--- src/rtl/cam_config_sequencer.sv ---
// cam_config_sequencer: camera reset/power-up sequencing and SCCB register-table walker.
module cam_config_sequencer #(
  parameter int NUM_ENTRIES    = 64,
  parameter int RST_CYCLES     = 2500,
  parameter int PWR_CYCLES     = 250000,
  parameter int DELAY_CYCLES   = 250000,
  parameter int TIMEOUT_CYCLES = 65535,
  parameter int MAX_RETRIES    = 3,
  localparam int AW = $clog2(NUM_ENTRIES)
) (
  input  logic          clk,
  input  logic          reset,
  input  logic          start,
  output logic [AW-1:0] rom_addr,
  input  logic [15:0]   rom_data,
  output logic          sccb_start,
  output logic [7:0]    sccb_reg_addr,
  output logic [7:0]    sccb_reg_data,
  input  logic          sccb_done,
  input  logic          sccb_ack_err,
  output logic          cam_reset_n,
  output logic          cam_pwdn,
  output logic          busy,
  output logic          config_done,
  output logic          config_err,
  output logic [AW-1:0] err_index
);
  localparam int RW = $clog2(RST_CYCLES + 1);
  localparam int PW = $clog2(PWR_CYCLES + 1);
  localparam int DW = $clog2(DELAY_CYCLES + 1);
  localparam int TW = $clog2(TIMEOUT_CYCLES + 1);
  localparam int MW = MAX_RETRIES > 0 ? $clog2(MAX_RETRIES + 1) : 1;
  localparam logic [RW-1:0] RST_LAST = RW'(RST_CYCLES - 1);
  localparam logic [PW-1:0] PWR_LAST = PW'(PWR_CYCLES - 1);
  localparam logic [DW-1:0] DLY_LAST = DW'(DELAY_CYCLES - 1);
  localparam logic [TW-1:0] TO_LAST  = TW'(TIMEOUT_CYCLES - 1);
  localparam logic [MW-1:0] RET_MAX  = MW'(MAX_RETRIES);
  localparam logic [AW-1:0] IDX_LAST = AW'(NUM_ENTRIES - 1);
  typedef enum logic [3:0] {
    IDLE, CAM_RST, PWR_WAIT, FETCH, DECODE, ISSUE, WAIT_DONE, DELAY, DONE, ERROR
  } state_t;
  state_t state, state_n;
  logic [AW-1:0] idx, idx_n, eidx, eidx_n;
  logic [7:0] ra, ra_n, rd, rd_n;
  logic [RW-1:0] rcnt, rcnt_n;
  logic [PW-1:0] pcnt, pcnt_n;
  logic [DW-1:0] dcnt, dcnt_n;
  logic [TW-1:0] tcnt, tcnt_n;
  logic [MW-1:0] ret, ret_n;
  logic pwdn, pwdn_n, adv, last;
  always_ff @(posedge clk)
    if (!reset) begin
      state <= IDLE;
      idx   <= '0;
      eidx  <= '0;
      ra    <= '0;
      rd    <= '0;
      rcnt  <= '0;
      pcnt  <= '0;
      dcnt  <= '0;
      tcnt  <= '0;
      ret   <= '0;
      pwdn  <= 1'b1;
    end else begin
      state <= state_n;
      idx   <= idx_n;
      eidx  <= eidx_n;
      ra    <= ra_n;
      rd    <= rd_n;
      rcnt  <= rcnt_n;
      pcnt  <= pcnt_n;
      dcnt  <= dcnt_n;
      tcnt  <= tcnt_n;
      ret   <= ret_n;
      pwdn  <= pwdn_n;
    end
  // Counters run only inside their own state, so they are zero on every entry.
  always_comb begin
    state_n = state;
    idx_n   = idx;
    eidx_n  = eidx;
    ra_n    = ra;
    rd_n    = rd;
    ret_n   = ret;
    pwdn_n  = pwdn;
    adv     = 1'b0;
    last    = idx == IDX_LAST;
    rcnt_n  = state == CAM_RST   ? rcnt + 1'b1 : '0;
    pcnt_n  = state == PWR_WAIT  ? pcnt + 1'b1 : '0;
    dcnt_n  = state == DELAY     ? dcnt + 1'b1 : '0;
    tcnt_n  = state == WAIT_DONE ? tcnt + 1'b1 : '0;
    case (state)
      IDLE, DONE, ERROR:
        if (start) begin
          state_n = CAM_RST;
          idx_n   = '0;
          ret_n   = '0;
          pwdn_n  = 1'b0;
        end
      CAM_RST:  state_n = rcnt == RST_LAST ? PWR_WAIT : CAM_RST;
      PWR_WAIT: state_n = pcnt == PWR_LAST ? FETCH : PWR_WAIT;
      FETCH:    state_n = DECODE;
      DECODE: begin
        state_n = rom_data == 16'hFFFF ? DONE : rom_data == 16'hFFF0 ? DELAY : ISSUE;
        if (state_n == ISSUE) {ra_n, rd_n} = rom_data;
      end
      ISSUE:    state_n = WAIT_DONE;
      WAIT_DONE:
        if (sccb_done && !sccb_ack_err) adv = 1'b1;
        else if (sccb_done || tcnt == TO_LAST) begin
          if (ret < RET_MAX) begin
            ret_n   = ret + 1'b1;
            state_n = ISSUE;
          end else begin
            eidx_n  = idx;
            state_n = ERROR;
          end
        end
      DELAY:    adv = dcnt == DLY_LAST;
      default: ;
    endcase
    // The index saturates at the last entry so rom_addr never wraps back to 0.
    if (adv) begin
      ret_n   = '0;
      idx_n   = last ? idx : idx + 1'b1;
      state_n = last ? DONE : FETCH;
    end
  end
  assign rom_addr      = idx;
  assign err_index     = eidx;
  assign sccb_reg_addr = ra;
  assign sccb_reg_data = rd;
  assign sccb_start    = state == ISSUE;
  assign cam_reset_n   = state != CAM_RST;
  assign cam_pwdn      = pwdn;
  assign busy          = !(state inside {IDLE, DONE, ERROR});
  assign config_done   = state == DONE;
  assign config_err    = state == ERROR;
endmodule

--- config.mk ---
export PLATFORM = sky130hd
export DESIGN_NAME = cam_config_sequencer
export DESIGN_NICKNAME = d
export VERILOG_FILES = /design/src/rtl/cam_config_sequencer.sv
export SDC_FILE = /design/constraint.sdc
export NUM_CORES = 1
export LEC_CHECK = 0
export CORE_ASPECT_RATIO = 0.75
export CORE_UTILIZATION = 50
export CTS_CLUSTER_DIAMETER = 150
export CTS_CLUSTER_SIZE = 30
export DETAILED_ROUTE_END_ITERATION = 8
export HOLD_SLACK_MARGIN = 0.12
export PLACE_DENSITY = 0.76
export SETUP_SLACK_MARGIN = 0.4
export SLEW_MARGIN = 25
export SYNTH_ARGS = -nofsm -noshare
export SYNTH_HDL_FRONTEND = slang
export SYNTH_SLANG_ARGS = --single-unit
--- constraint.sdc ---
create_clock -name clk -period 2.17 [get_ports clk]
set_clock_uncertainty 0.05 [all_clocks]
set_input_delay 0.217 -clock clk [delete_from_list [all_inputs] [get_ports clk]]
set_output_delay 0.217 -clock clk [all_outputs]
set_load 0.02 [all_outputs]
==> metrics, run 1 <==
status=finished with violations; failing checks=DRC; vias after detailed routing=4007; vias per cell=5.497; largest area contributor in the netlist=dfxtp_1; IO buf count=54; minimum clock period=2080 ps; RePlAce Congestion=0.8343; DIE WIDTH=112.1 um; grt ovf=0; Clk Latency, worst-skew pair=340 ps; RSZ-0062 raised after global routing=yes; slew of the pin with the lowest slew margin=537.1 ps; Seq/Total Area, Yosys=0.4364; fraction of layout cells with a size suffix above 1=0.2029; Largest stage delay, worst path=450 ps; clock sink total=99; Routed Antenna Nets=0; Worst Path Buf+Inv=0; library cells used by synthesis=53; Initial Utilization=0.5259; drt first pass iters=9; Finished Cell Area=0.006140 mm2; cell breakdown of the critical path=or3b_1 > or4_4 > o32a_4 > mux2_4 > o221a_4; Syn Nets=546; fraction of registers with async set/reset=0; Area contributors post-synth=dfxtp_1, nor2_1, xor2_1, xnor2_1, nand3_1; final wirelength=10860 um; Worst Path Class, Setup=register to register; number of nets in the layout=645; Worst Path Max Fanout=3; Hold Path Class=primary input to register; crit path max-delay cell type=or4_4; CP startpoint kind=register; fin. max-slew vios=0; first-pass GRT wire length=17570 um; post-synth top area share=0.4364; GRT Total Usage=0.2312; CORE AREA=0.008636 mm2; fin crit share=0.9587; DRC Markers=6; antenna cells=0; CTS max path bufs=2; Synth Cell Area=0.004542 mm2; total power draw=4593 uW; post-synthesis instance total=518; post-layout util=0.7110; Peak VDD IR=451.1 uV; # H-tree levels=3; WP data required=2360 ps; EDFF count, synth=0; top_reg_cell synth=dfxtp_1; CTS tree=built; clock-pin slew on the worst setup and hold paths=70 ps; DR WL/cell=14.90 um; chip height=84.54 um; Yosys reg bits=99; CTS Buf Count=9; Slew headroom=0.6386; final setup vio count=0; Yosys Warn Count=0; PD cells=748.0 mW/mm2; Core Rows=29; Fin. Hold Viols=0; Setup TNS=0 ps; leakage power=0.002129 uW; vias in the first global route=3769; f_max=480.7 MHz; synthesis-to-finish area growth=35.18%; largest net degree at the start of global routing=39; dpl hpwl=7103 um; CP Capture Type=register; Avg Inst Size Synth=8.768 um2; Root Driver=clkbuf_16; number of DRC markers in iteration 0=205; family with the most delay on the worst path=simple AND/OR/NAND/NOR gates; full die area=0.009473 mm2; maxcap violations=0; Hold-fix buffers, CTS=0; Critical Path AT=2270 ps; Placed Instance Area=0.005455 mm2; initial antenna violation count=0; io pins=55
## cell type report
class / instances / area [um2]
Clock buffer: 12 / 236.5
Clock inverter: 3 / 40.04
Fill cell: 649 / 2496
Inverter: 13 / 48.80
Multi-Input combinational cell: 390 / 2686
Sequential cell: 99 / 2014
Tap cell: 108 / 135.1
Timing Repair Buffer: 104 / 978.4
## cells in the final DEF (no fill, tap or decap), drive strengths merged, types with 2 or more instances in the layout
cell,netlist,routed
nand3b,2,2
dfxtp,99,99
clkbuf,13,13
clkinv,0,2
ha,7,7
xor2,26,26
or3,9,9
nand2,29,29
buf,3,51
nor2b,17,17
clkdlybuf4s50,0,44
dlymetal6s2s,0,3
inv,13,13
and3,13,13
o2111ai,2,2
o21bai,2,2
nand2b,5,5
and4,6,6
mux2i,16,16
mux2,2,2
dlygate4sd2,0,4
o21a,2,2
xnor2,24,24
nor2,79,79
nor3b,2,2
and2,6,6
nand4,14,14
nand3,41,41
o31ai,4,4
or2,2,2
nor4b,3,3
or4,3,3
nor4,9,9
a21oi,15,15
nor3,11,11
a21boi,8,8
o21ai,19,19
## metal layers
metal  routed length (um)  up-vias  track usage
met5                    0        -            0
li1                     -     2008            -
met3                  652       18      0.05560
met1                 5207     1863       0.3181
met4                  174        0      0.08364
met2                 4827      118       0.3546
## what timing repair did
| action | 4_1_cts | 5_1_grt |
|---|---|---|
| pin swaps | 3 | 14 |
| gates resized for setup | 32 | 51 |
| setup endpoints to repair | 40 | 39 |
| setup buffers | 8 | 11 |
| gates cloned | 0 | 1 |
## cell usage after synthesis (3+ instances only)
library cell   n
and4_1         6
mux2i_1       16
nor2b_1       17
o31ai_1        4
a21boi_0       8
nor3_1        10
nand2_1       29
nand2b_1       4
clkbuf_1      13
and2_1         3
o21ai_0       19
xnor2_1       24
a21oi_1       15
nor2_1        79
or3_1          9
inv_1         13
ha_1           7
and3_1        13
nand4_1       14
nor4_1         8
xor2_1        26
nor4b_1        3
dfxtp_1       99
nand3_1       41
## power breakdown
| group | total [uW] | internal, uW | switching, uW |
|---|---|---|---|
| sequential | 1980 | 1900 | 84.6 |
| combinational | 1080 | 530 | 547 |
| clock | 1530 | 885 | 649 |
## worst paths after layout
check / from / depth (start not counted) / to / slack [ps]
worst max-delay path: dcnt[11] / 5 / state[1] / 90
worst min-delay path: rom_data[3] / 4 / sccb_reg_data[3] / 260
worst max register to register: dcnt[11] / 5 / state[1] / 90
worst min register to register: tcnt[0] / 1 / tcnt[0] / 400
## worst register-to-register path, stage by stage, from the launching register on
cell     delay, ps
dfxtp_4        340
or3b_1         370
or4_4          450
o32a_4         240
mux2_4         320
o221a_4        210
## kinds of logic after synthesis
| group | Yosys count | share of synthesized area |
|---|---|---|
| compound gates | 60 | 0.08705 |
| fa+ha+maj | 7 | 0.01928 |
| mux | 18 | 0.04022 |
| buf+inv | 29 | 0.02672 |
| xor+xnor | 50 | 0.09642 |
| flops | 99 | 0.4364 |
| simple gates | 255 | 0.2939 |
## registers in the layout (all words and copies together) (netlist names)
| name | flops |
|---|---|
| cam_pwdn | 1 |
| dcnt | 18 |
| err_index | 6 |
| pcnt | 18 |
| rcnt | 12 |
| ret | 2 |
| rom_addr | 6 |
| sccb_reg_addr | 8 |
| sccb_reg_data | 8 |
| state | 4 |
| tcnt | 16 |
## through the flow
stage	cells	hold WS, ps	setup slack, ps
2_1_floorplan	518	336.5	192.8
3_3_place_gp	694	387.7	-154.7
3_5_place_dp	694	395.7	-229.8
4_1_cts	717	289.0	115.6
5_1_grt	729	320.5	76.24
6_report	729	263.5	89.54
Power figures use the tool's default switching activity.
==> inputs of run 2 (changes only) <==
--- a/config.mk
+++ b/config.mk
@@ -6,12 +6,13 @@
 export NUM_CORES = 1
 export LEC_CHECK = 0
 export CORE_ASPECT_RATIO = 0.75
-export CORE_UTILIZATION = 50
+export CORE_UTILIZATION = 52
+export CTS_BUF_LIST = sky130_fd_sc_hd__clkbuf_4 sky130_fd_sc_hd__clkbuf_8
 export CTS_CLUSTER_DIAMETER = 150
 export CTS_CLUSTER_SIZE = 30
 export DETAILED_ROUTE_END_ITERATION = 8
 export HOLD_SLACK_MARGIN = 0.12
-export PLACE_DENSITY = 0.76
+export PLACE_DENSITY = 0.78
 export SETUP_SLACK_MARGIN = 0.4
 export SLEW_MARGIN = 25
 export SYNTH_ARGS = -nofsm -noshare
==> metrics, run 2 (synthesized netlist as in run 1, its figures left out) <==
status=completed (was finished with violations); Critical Path AT=2310 ps (was 2270 ps); Net Sw Frac=0.2949 (was 0.2789); Fin. Hold Viols=0 (unchanged); largest registers=dcnt x18, pcnt x18, tcnt x16 (unchanged); DR WL/cell=15.31 um (was 14.90 um); Comb power frac=0.249 (was 0.235); DIE WIDTH=109.9 um (was 112.1 um); CP Capture Type=register (unchanged); met3 Use GR=0.07457 (was 0.05560); vias after detailed routing=4077 (was 4007); initial antenna violation count=0 (unchanged); grt met2 use=0.3597 (was 0.3546); synthesis-to-finish area growth=35.15% (was 35.18%); PD cells=725.3 mW/mm2 (was 748.0 mW/mm2); P_int=3139 uW (was 3312 uW); Core Rows=29 (unchanged); final setup vio count=0 (unchanged); RSZ-0062 raised after global routing=yes (unchanged); number of nets in the layout=655 (was 645); CTS Buf Count=9 (unchanged); maxcap violations=0 (unchanged); CP startpoint kind=register (unchanged); Worst Path Class, Setup=register to register (unchanged); Worst Path Max Fanout=2 (was 3); Root Driver=clkbuf_8 (was clkbuf_16); leading cell type in the layout, fill and taps excluded=dfxtp_1 (unchanged); number of DRC markers in iteration 0=182 (was 205); GRT Total Usage=0.2403 (was 0.2312); Hold Path Class=register to register (was primary input to register); vias in the first global route=3761 (was 3769); Routed Antenna Nets=0 (unchanged); sequential cell area=0.002018 mm2 (was 0.002014 mm2); clock network fraction of design power=0.306 (was 0.334); slew of the pin with the lowest slew margin=806.5 ps (was 537.1 ps); P_sw=1313 uW (was 1281 uW); Slew headroom=0.4607 (was 0.6386); final wirelength=11330 um (was 10860 um); grt ovf=0 (unchanged); fill count=632 (was 649); fraction of layout cells with a size suffix above 1=0.2294 (was 0.2029); DRC Markers=0 (was 6); clock-pin slew on the worst setup and hold paths=100 ps (was 70 ps); clock sink total=99 (unchanged); dpl hpwl=7358 um (was 7103 um); IO buf count=54 (unchanged); Peak VDD IR=554.6 uV (was 451.1 uV); Clk Latency, worst-skew pair=380 ps (was 340 ps); met1 Use GR=0.3362 (was 0.3181); # H-tree levels=3 (unchanged); hold slack=406.9 ps (was 263.5 ps); power share of the sequential group=0.444 (was 0.432); antenna cells=0 (unchanged); minimum clock period=2091 ps (was 2080 ps); commonest non-fill, non-tap cells in the layout=dfxtp_1, nor2_1, buf_4, clkdlybuf4s50_1, nand3_1 (was dfxtp_1, nor2_1, clkdlybuf4s50_1, buf_4, nand3_1); Setup TNS=0 ps (unchanged); CTS max path bufs=2 (unchanged); f_max=478.2 MHz (was 480.7 MHz); RePlAce Congestion=0.8115 (was 0.8343); first-pass GRT wire length=17260 um (was 17570 um); fin crit share=0.9636 (was 0.9587); Initial Utilization=0.5372 (was 0.5259); largest net degree at the start of global routing=19 (was 39); CTS tree=built (unchanged); io pins=55 (unchanged); post-layout util=0.7261 (was 0.7110); leakage power=0.002162 uW (was 0.002129 uW); Multi-input gate area=0.002675 mm2 (was 0.002686 mm2); fin. max-slew vios=0 (unchanged); full die area=0.009116 mm2 (was 0.009473 mm2); chip height=82.94 um (was 84.54 um); vias per cell=5.509 (was 5.497); CORE AREA=0.008454 mm2 (was 0.008636 mm2); WP data required=2390 ps (was 2360 ps); Most Crowded Layer GR=met2 (unchanged); drt first pass iters=4 (was 9)
==> run 2: cell types whose count changed in the layout (fill, tap and decap cells not counted), moves of 3 or more <==
| cell | before | now |
|---|---|---|
| nor2_1 | 78 | 75 |
| clkbuf_16 | 10 | 0 |
| clkbuf_2 | 0 | 3 |
| buf_4 | 42 | 51 |
| dfxtp_1 | 83 | 80 |
| buf_6 | 4 | 9 |
| clkbuf_1 | 3 | 0 |
| clkbuf_8 | 0 | 10 |
| dfxtp_2 | 11 | 14 |
==> run 2: per-stage QoR <==
stage | cells | area [um2] | total power [uW] | setup WS (ps)
6_report | 740 | 6138 | 4452 | 78.93
5_1_grt | 740 | 6138 | 4642 | 57.94
4_1_cts | 723 | 5847 | 4297 | 98.97
3_5_place_dp | 696 | 5458 | 2916 | -197.5
3_3_place_gp | 696 | 5458 | 2904 | -141.8
2_1_floorplan | 518 | 4618 | 2546 | 192.8
==> run 2: what timing repair did <==
item / 4_1_cts / 5_1_grt
pin swaps: 5 / 15
endpoints found under the setup margin: 43 / 46
setup buffers: 11 / 17
hold buffers: 0 / 0
gates resized for setup: 37 / 63
==> run 2: final timing paths <==
check,start,to,slack (ps),depth (start not counted)
hold reg to reg,cam_pwdn,cam_pwdn,410,2
setup / recovery,dcnt[11],state[1],80,5
setup reg to reg,dcnt[11],state[1],80,5
hold / removal,cam_pwdn,cam_pwdn,410,2
==> run 2: power groups by stage <==
stage	clock, uW	sequential, uW	combinational (uW)
after CTS	1380	1970	942
after global routing	1470	1990	1190
after detailed placement	0	2000	912
after floorplan	0	2010	538
after global placement	0	2000	903
final	1360	1980	1110
==> run 2: per-layer routing <==
layer  up-vias  share of wire
met4         0          0.012
li1       2034              -
met1      1924           0.47
met5         -              0
met2       105           0.46
met3        14          0.058
==> run 2: final cells by class <==
class,instances,share of cell area
multi-input cells,390,0.4358
flip-flops and latches,99,0.3288
repair buffers,114,0.1676
clock buffers,10,0.02242
well taps,108,0.02201
clock inverters,6,0.01549
inverters,13,0.007949
==> run 2: critical path: stages (launching register included) <==
cell and delay [ps]:
dfxtp_2 340, or3b_1 370, or4_4 450, o32a_4 250
mux2_2 300, o221a_2 230
